$ cat config.mk
export PLATFORM = sky130hd
export DESIGN_NAME = game_board_mem
export DESIGN_NICKNAME = d
export VERILOG_FILES = /design/src/rtl/game_board_mem.sv
export SDC_FILE = /design/constraint.sdc
export NUM_CORES = 1
export LEC_CHECK = 0
export ABC_AREA = 0
export CAP_MARGIN = 20
export CORE_UTILIZATION = 62
export DETAILED_ROUTE_END_ITERATION = 12
export GPL_TIMING_DRIVEN = 0
export PLACE_DENSITY = 0.92
export SYNTH_ARGS = -nofsm -noshare
export SYNTH_HDL_FRONTEND = slang
export SYNTH_SLANG_ARGS = --single-unit
$ cat constraint.sdc
create_clock -name clk -period 3.2 [get_ports clk]
set_clock_uncertainty 0.1 [all_clocks]
set_input_delay 0.96 -clock clk [delete_from_list [all_inputs] [get_ports clk]]
set_output_delay 0.96 -clock clk [all_outputs]
set_load 0.01 [all_outputs]
$ cat src/rtl/game_board_mem.sv
// game_board_mem: 8x8 board storage (2 bits per cell) with a one-cycle read
// responder for the judger, stone-placement writes from the game controller,
// and a 64-cycle clear sweep.
// Optional feature: define BOARD_STONE_COUNT_EN to get live red/green stone
// counters. Without it, red_count/green_count are tied to zero.
module game_board_mem #(
  parameter logic [1:0] CLEAR_VALUE = 2'b00
) (
  input  logic       clk,
  input  logic       rst_n,
  input  logic       mem_en,
  input  logic [5:0] mem_addr,
  output logic       mem_valid,
  output logic [1:0] mem_data,
  input  logic       wr_en,
  input  logic [5:0] wr_pos,
  input  logic       wr_color,
  output logic       wr_done,
  output logic       wr_err,
  input  logic       clr,
  output logic       busy,
  output logic [6:0] red_count,
  output logic [6:0] green_count
);

  // Side encoding shared with the game controller (common.vh).
  localparam logic SIDE_RED   = 1'b1;
  localparam logic SIDE_GREEN = 1'b0;

  typedef enum logic {
    S_READY = 1'b0,
    S_CLEAR = 1'b1
  } state_t;

  state_t     state;
  logic [5:0] clr_cnt;
  logic [1:0] cells [64];
  logic       wr_ok;

  // A write lands only on an empty cell while idle and not racing a clear.
  always_comb begin
    wr_ok = wr_en && (state == S_READY) && !clr && (cells[wr_pos] == 2'b00);
  end

  assign busy = (state == S_CLEAR);

  // Board state, clear sweep, read responder and write acknowledge.
  always_ff @(posedge clk or negedge rst_n) begin
    if (!rst_n) begin
      cells     <= '{default: CLEAR_VALUE};
      state     <= S_READY;
      clr_cnt   <= '0;
      mem_valid <= 1'b0;
      mem_data  <= '0;
      wr_done   <= 1'b0;
      wr_err    <= 1'b0;
    end else begin
      // Reads sample the pre-write cell value; a pending valid always drops.
      if (mem_valid) begin
        mem_valid <= 1'b0;
      end else if (mem_en && (state == S_READY)) begin
        mem_data  <= cells[mem_addr];
        mem_valid <= 1'b1;
      end

      wr_done <= 1'b0;
      wr_err  <= 1'b0;
      if (wr_en) begin
        if (wr_ok) begin
          cells[wr_pos] <= (wr_color == SIDE_RED) ? 2'b10 : 2'b01;
          wr_done       <= 1'b1;
        end else begin
          wr_err <= 1'b1;
        end
      end

      case (state)
        S_READY: begin
          if (clr) begin
            state   <= S_CLEAR;
            clr_cnt <= '0;
          end
        end
        S_CLEAR: begin
          cells[clr_cnt] <= CLEAR_VALUE;
          clr_cnt        <= clr_cnt + 6'd1;
          if (clr_cnt == 6'd63) begin
            state <= S_READY;
          end
        end
        default: state <= S_READY;
      endcase
    end
  end

`ifdef BOARD_STONE_COUNT_EN
  // Stone counters follow accepted writes; an accepted clear zeroes them.
  always_ff @(posedge clk or negedge rst_n) begin
    if (!rst_n) begin
      red_count   <= '0;
      green_count <= '0;
    end else if (clr && (state == S_READY)) begin
      red_count   <= '0;
      green_count <= '0;
    end else if (wr_ok) begin
      if (wr_color == SIDE_RED) begin
        red_count <= red_count + 7'd1;
      end else begin
        green_count <= green_count + 7'd1;
      end
    end
  end
`else
  assign red_count   = 7'd0;
  assign green_count = 7'd0;
  // SIDE_GREEN is only meaningful to the counter path.
  logic unused_side;
  assign unused_side = SIDE_GREEN;
`endif

endmodule

==> metrics.md, run 1 <==
| Metric | Value |
|---|---|
| Asr flop ratio synth | 100% |
| Worst EP arrival | 3580 ps |
| Reg clk slew, reported paths | 60 ps |
| Hold Vio Cnt, Final | 0 |
| DRT iter0 DRCs | 1872 |
| Final WS setup | -115 ps |
| Fin crit share | 104% |
| Fin cells | 1155 |
| Mapped Area | 8740 µm² |
| Fill count | 964 |
| Critical path class | primary input to register |
| Max VDD drop | 0.734 mV |
| Clock root buffer | clkbuf_16 |
| CP max stage cell | nand2_1 |
| Uppermost layer routed | met5 |
| Area Overhead vs Synth | 16.0% |
| Final slew viol count | 0 |
| Tightest Pin Transition | 979 ps |
| Cell Chain, Critical Path | buf_2, buf_8, inv_1, nand2_1, nor2_1, nand2_1, or3_1, o21ai_0 |
| Die X | 121 µm |
| Clock Sinks | 140 |
| CTS Buffer Depth | 2 |
| Initial Util | 63.2% |
| Max_cap viols | 0 |
| Main synth FF type | dfrtp_1 |
| Dpl hpwl | 23500 µm |
| Worst setup SP type | primary input |
| Detailed Routing Iterations Pass 1 | 10 |
| Antenna violations before repair | 2 |
| Synth unique cells | 65 |
| Post-route ant nets | 0 |
| TritonCTS clock tree | done |
| FF+latch count, synth | 140 |
| Global-route wire length before repair | 51400 µm |
| Worst path bufs/invs | 3 |
| Area leader, netlist | dfrtp_1 |
| Die Ht | 121 µm |
| Routed met1 length | 11700 µm |
| # diodes | 0 |
| WL met2 | 13800 µm |
| Failing checks | DRC, setup timing |
| Multi-input logic area | 4830 µm² |
| Top post-synthesis cells by area | dfrtp_1 40%, mux4_2 11%, o21ai_0 6.1% |
| Crit-path most repeated cell | nand2_1 |
| Crit path capture type | register |
| Core area | 13800 µm² |
| Final Critical Period | 3310 ps |
| Commonest cells post-synth | 140 x dfrtp_1, 140 x nor2_1, 106 x o21ai_0 |
| Via density | 7.84 |
| Fin util | 73.3% |
| Hold buffers post-CTS | 0 |
| Overall Global Routing Usage | 49.8% |
| Outcome | complete, but fails checks |
| Worst slew margin relative to its limit | 34.8% |
| DRC | 1 |
| # IOs | 38 |
| Cells after Synth | 898 |
| Hold Crit Class | register to register |
| EDFF count, synth | 0 |
| Largest net degree at the start of global routing | 84 |
| Power Dens Cells | 815 nW/µm² |
| Crit-path max cell delay | 570 ps |
| Vias | 9054 |
| Area of the die | 14600 µm² |
| Final GP Congestion | 1.08 |
| Post-place setup slack | -1110 ps |
| Top cell type's share of synthesized area | 40.1% |
| DR WL/cell | 30.0 µm |
| GR Overflow Total | 0 |
| Nets | 981 |
| Clock Latency Late Sink | 440 ps |
| Row count | 43 |
| CTS Buf Count | 17 |
| Htree depth | 4 |
| Detailed-routed wire length on met3 | 5910 µm |
| CP Data Required Time | 3460 ps |
| Dpl cells | 1111 |
| Final wirelength | 34600 µm |
| Pleak | 4.01 nW |
| Share of cells above drive strength 1 | 19.6% |
| Delay-heaviest family, CP | simple AND/OR/NAND/NOR gates |
| Syn. warnings | 0 |
| Fmax | 0.302 GHz |
| Avg Inst Size Synth | 9.73 µm² |
| Crit path max fanout | 9 |
| Register area | 3500 µm² |
| Sequential share of the synthesized area | 40.1% |
| # setup viols final | 7 |
| # port buffers | 19 |
| Number of global-route vias before repair | 8593 |
layout make-up:
type / instances / area share [%]
inverters: 9 / 0.333
flip-flops and latches: 140 / 34.6
well taps: 180 / 2.22
multi-input cells: 664 / 47.7
plain buffers: 98 / 5.64
clock inverters: 13 / 2.10
clock buffers: 19 / 4.37
repair buffers: 32 / 3.11
cell usage in the layout, fill, tap and decap left out, types with 12 or more instances in the layout:
| cell | count |
|---|---|
| conb_1 | 14 |
| clkbuf_16 | 18 |
| o41ai_2 | 24 |
| o31ai_1 | 55 |
| a41oi_1 | 16 |
| nor2_1 | 138 |
| mux2i_1 | 19 |
| buf_4 | 29 |
| o21ai_0 | 105 |
| nor3_1 | 13 |
| clkbuf_1 | 46 |
| dfrtp_1 | 140 |
| a21oi_1 | 13 |
| nand3_1 | 13 |
| nand2b_1 | 16 |
| buf_2 | 15 |
| a31oi_1 | 21 |
| mux4_2 | 41 |
| nand2_1 | 55 |
| clkdlybuf4s50_1 | 12 |
layer usage:
| layer | up-vias | GRT usage [%] |
|---|---|---|
| li1 | 3488 | - |
| met1 | 4192 | 63.2 |
| met2 | 1041 | 67.5 |
| met3 | 331 | 22.2 |
| met4 | 2 | 35.6 |
| met5 | - | 0 |
kinds of logic (layout without fill, tap and decap cells):
family / after synthesis / in the layout / share of synthesized area (%)
adder cells (fa/ha/maj): 1 / 1 / 0.143
AO/OA/AOI/OAI: 288 / 288 / 24.2
AND/OR/NAND/NOR: 295 / 295 / 15.8
buffers and inverters: 107 / 171 / 6.21
multiplexers: 66 / 66 / 13.5
flip-flops: 140 / 140 / 40.1
other: 1 / 14 / 0.0429
state kept, by name (all words and copies together) (netlist names):
register,flops
mem_data,2
busy,1
wr_err,1
wr_done,1
cells,128
mem_valid,1
clr_cnt,6
metrics by stage:
step	instance area [µm²]	hold WS (ps)	total power [mW]	TNS [ps]
finish	10100	366	8.26	-306
CTS	10000	369	7.97	-3.35
floorplan	8790	352	4.66	0
global placement	9200	353	5.57	-710330
global route	10100	383	8.49	-8.48
detailed placement	9230	356	5.71	-107590
timing repair:
action	in CTS	in global routing
pin swaps	7	9
endpoints found under the setup margin	131	78
resized for setup	30	29
cloned	0	1
buffers inserted	7	4
worst paths after layout:
| path | start | slack (ps) | cells past startpoint | end |
|---|---|---|---|---|
| setup / recovery | wr_pos[2] | -110 | 8 | cells[25] |
| hold / removal | mem_data[1] | 370 | 2 | mem_data[1] |
| setup reg to reg | busy | 80 | 7 | cells[120] |
| hold reg to reg | mem_data[1] | 370 | 2 | mem_data[1] |
| max in group asynchronous | rst_n | 1810 | 2 | busy |
| min in group asynchronous | rst_n | 380 | 1 | cells[94] |
worst min-delay path, stage by stage, from the launching register on:
cell,delay (ps)
dfrtp_1,340
nand2_1,50
nand2_1,50
power by group:
group          total, mW  switching [mW]  internal, mW
registers           3.00           0.596          2.41
logic               3.03            1.89          1.14
clock network       2.23           0.817          1.41
total               8.26            3.30          4.96
Note: power is estimated with default switching activity, not from simulation.
==> run 2, diff against run 1 <==
Settings changed: CORE_UTILIZATION 62 to 31, PLACE_DENSITY 0.92 to 0.57.
==> run 2 against run 1 <==
Compared with the run above:
- the flow finishes with violations (setup timing)
- global-route usage down 24 points
- final cell count up 17%
- critical path depth unchanged
- utilization down 36 points
- power down 2.5%
- highest routed layer is now met4
- die area up 98%
- wire length up 3.1%
- first-iteration DRC count down 47%
- register-to-register slack better by 180 ps
- sequential power about the same
==> metrics.md, run 2 (synthesized netlist as in run 1, its figures left out) <==
| Metric | Value |
|---|---|
| Dpl hpwl | 24800 µm (was 23500 µm) |
| Outcome | complete, but fails checks (unchanged) |
| Clock root buffer | clkbuf_16 (unchanged) |
| Detailed Routing Iterations Pass 1 | 7 (was 10) |
| Max reg flops | 128 (unchanged) |
| Final Critical Period | 3210 ps (was 3310 ps) |
| Dpl cells | 1309 (was 1111) |
| Number of global-route vias before repair | 8073 (was 8593) |
| # diodes | 0 (unchanged) |
| Max VDD drop | 0.444 mV (was 0.734 mV) |
| Worst setup SP type | primary input (unchanged) |
| Row count | 61 (was 43) |
| Commonest non-fill, non-tap cell in the layout | dfrtp_1 (unchanged) |
| Reg clk slew, reported paths | 60 ps (about the same) |
| CTS Buffer Depth | 2 (unchanged) |
| Final WS setup | -10.4 ps (was -115 ps) |
| Reg2Reg Setup Slack | 260 ps (was 80 ps) |
| Crit path capture type | register (unchanged) |
| Largest net degree at the start of global routing | 82 (was 84) |
| Top Registers | cells (128), clr_cnt (6), mem_data (2) (unchanged) |
| Final instance area | 10400 µm² (was 10100 µm²) |
| Area Overhead vs Synth | 19.4% (was 16.0%) |
| Nets | 980 (was 981) |
| Worst R2R End | cells[110] (was cells[120]) |
| Critical path class | primary input to register (unchanged) |
| CP Data Required Time | 3430 ps (was 3460 ps) |
| Fill count | 2811 (was 964) |
| Htree depth | 4 (unchanged) |
| Power Dens Cells | 772 nW/µm² (was 815 nW/µm²) |
| Final slew viol count | 0 (unchanged) |
| Fmax | 0.311 GHz (was 0.302 GHz) |
| Tightest Pin Transition | 1060 ps (was 979 ps) |
| Min Hold Slack | 362 ps (was 366 ps) |
| Hold depth | 2 (unchanged) |
| Die Ht | 170 µm (was 121 µm) |
| GR Overflow Total | 0 (unchanged) |
| Overall Global Routing Usage | 25.4% (was 49.8%) |
| Initial Util | 31.5% (was 63.2%) |
| # setup viols final | 1 (was 7) |
| Endpoint, Worst Hold | mem_data[0] (was mem_data[1]) |
| Fin cells | 1352 (was 1155) |
| Pleak | 4.03 nW (was 4.01 nW) |
| Clock Sinks | 140 (unchanged) |
| Max_cap viols | 0 (unchanged) |
| Antenna violations before repair | 0 (was 2) |
| Hold path start | mem_data[0] (was mem_data[1]) |
| # port buffers | 19 (unchanged) |
| DRT iter0 DRCs | 996 (was 1872) |
| Via density | 6.16 (was 7.84) |
| Clock Latency Late Sink | 450 ps (was 440 ps) |
| Failing checks | setup timing (was DRC, setup timing) |
| DRC | 0 (was 1) |
| Hold Crit Class | register to register (unchanged) |
| Hold Vio Cnt, Final | 0 (unchanged) |
| Placed cell areas | 9480 µm² (was 9230 µm²) |
| Final GP Congestion | 0.998 (was 1.08) |
| Commonest cells after routing, fill and taps aside | 140 x dfrtp_1, 137 x nor2_1, 105 x o21ai_0, 52 x nand2_1, 52 x o31ai_1 (was 140 x dfrtp_1, 138 x nor2_1, 105 x o21ai_0, 55 x nand2_1, 55 x o31ai_1) |
| DR WL/cell | 26.4 µm (was 30.0 µm) |
| Die X | 170 µm (was 121 µm) |
| Area of the die | 28900 µm² (was 14600 µm²) |
| Worst r2r src | busy (unchanged) |
| TritonCTS clock tree | done (unchanged) |
| # IOs | 38 (unchanged) |
| Worst EP arrival | 3440 ps (was 3580 ps) |
| CTS Buf Count | 17 (unchanged) |
| Global-route wire length before repair | 52800 µm (was 51400 µm) |
| Share of cells above drive strength 1 | 20.3% (was 19.6%) |
| Post-route ant nets | 0 (unchanged) |
| Vias | 8327 (was 9054) |
| Worst reg2reg path depth | 7 (unchanged) |
| Biggest register | cells (unchanged) |
| Post-place setup slack | -1160 ps (was -1110 ps) |
| Fin crit share | 100% (was 104%) |
| Core area | 27800 µm² (was 13800 µm²) |
| Worst slew margin relative to its limit | 29.2% (was 34.8%) |
| Crit path max fanout | 10 (was 9) |
| Final wirelength | 35700 µm (was 34600 µm) |
## run 2: changes by cell type in the layout (fill, tap and decap cells not counted), sizes merged
cell           change
clkinv             +4
clkdlybuf4s50      +2
clkdlybuf4s15      +1
bufinv             -1
clkbuf             +2
dlymetal6s2s       -2
buf                -3
inv                -4
## run 2: power by group
| group | internal, mW | leakage [nW] | switching [mW] |
|---|---|---|---|
| combinational | 1.16 | 2.02 | 1.76 |
| clock | 1.34 | 0.306 | 0.820 |
| sequential | 2.41 | 1.70 | 0.564 |
## run 2: stage by stage
stage	TNS, ps	util (%)	total power, mW
floorplan	0	-	4.66
detailed placement	-115980	34.1	5.71
global placement	-790090	34.0	5.65
CTS	0	36.9	7.89
finish	-10.4	37.6	8.06
global route	-102	37.6	8.41
## run 2: layout make-up
cell class,instances,area (µm²),area share (%)
flip-flops and latches,140,3500,33.6
multi-input cells,664,4880,46.8
well taps,378,473,4.53
clock buffers,20,457,4.37
inverters,9,37.5,0.360
clock inverters,12,169,1.62
repair buffers,32,342,3.27
plain buffers,97,577,5.53
## run 2: worst max-delay path, stage by stage
cell	delay, ps
clkdlybuf4s50_1	650
clkbuf_4	360
mux4_2	350
mux4_2	540
mux2i_2	300
nor3_1	80
a31oi_1	140
nand2_1	60
## run 2: layer usage
layer / up-vias / GRT usage (%) / share of wire, %
li1: 3492 / - / -
met1: 4133 / 32.3 / 41
met2: 556 / 37.4 / 43
met3: 146 / 6.14 / 9.4
met4: 0 / 19.2 / 7.2
met5: - / 0 / 0
## run 2: worst max-delay path by stage
stage	start	end	slack [ps]	cells past startpoint
floorplan	mem_addr[0]	mem_data[1]	60	7
global placement	rst_n	cells[78]	-4840	1
detailed placement	wr_pos[2]	cells[34]	-1160	10
CTS	mem_addr[0]	mem_data[0]	2	8
global route	wr_pos[1]	cells[26]	-20	11
finish	mem_addr[1]	mem_data[0]	-10	8
## run 2: what timing repair did
| action | CTS | global route |
|---|---|---|
| hold buffers | 0 | 0 |
| endpoints found under the setup margin | 132 | 85 |
| pin swaps | 3 | 6 |
| buffers inserted | 6 | 5 |
| resized for setup | 35 | 33 |
| gates cloned | 0 | 1 |
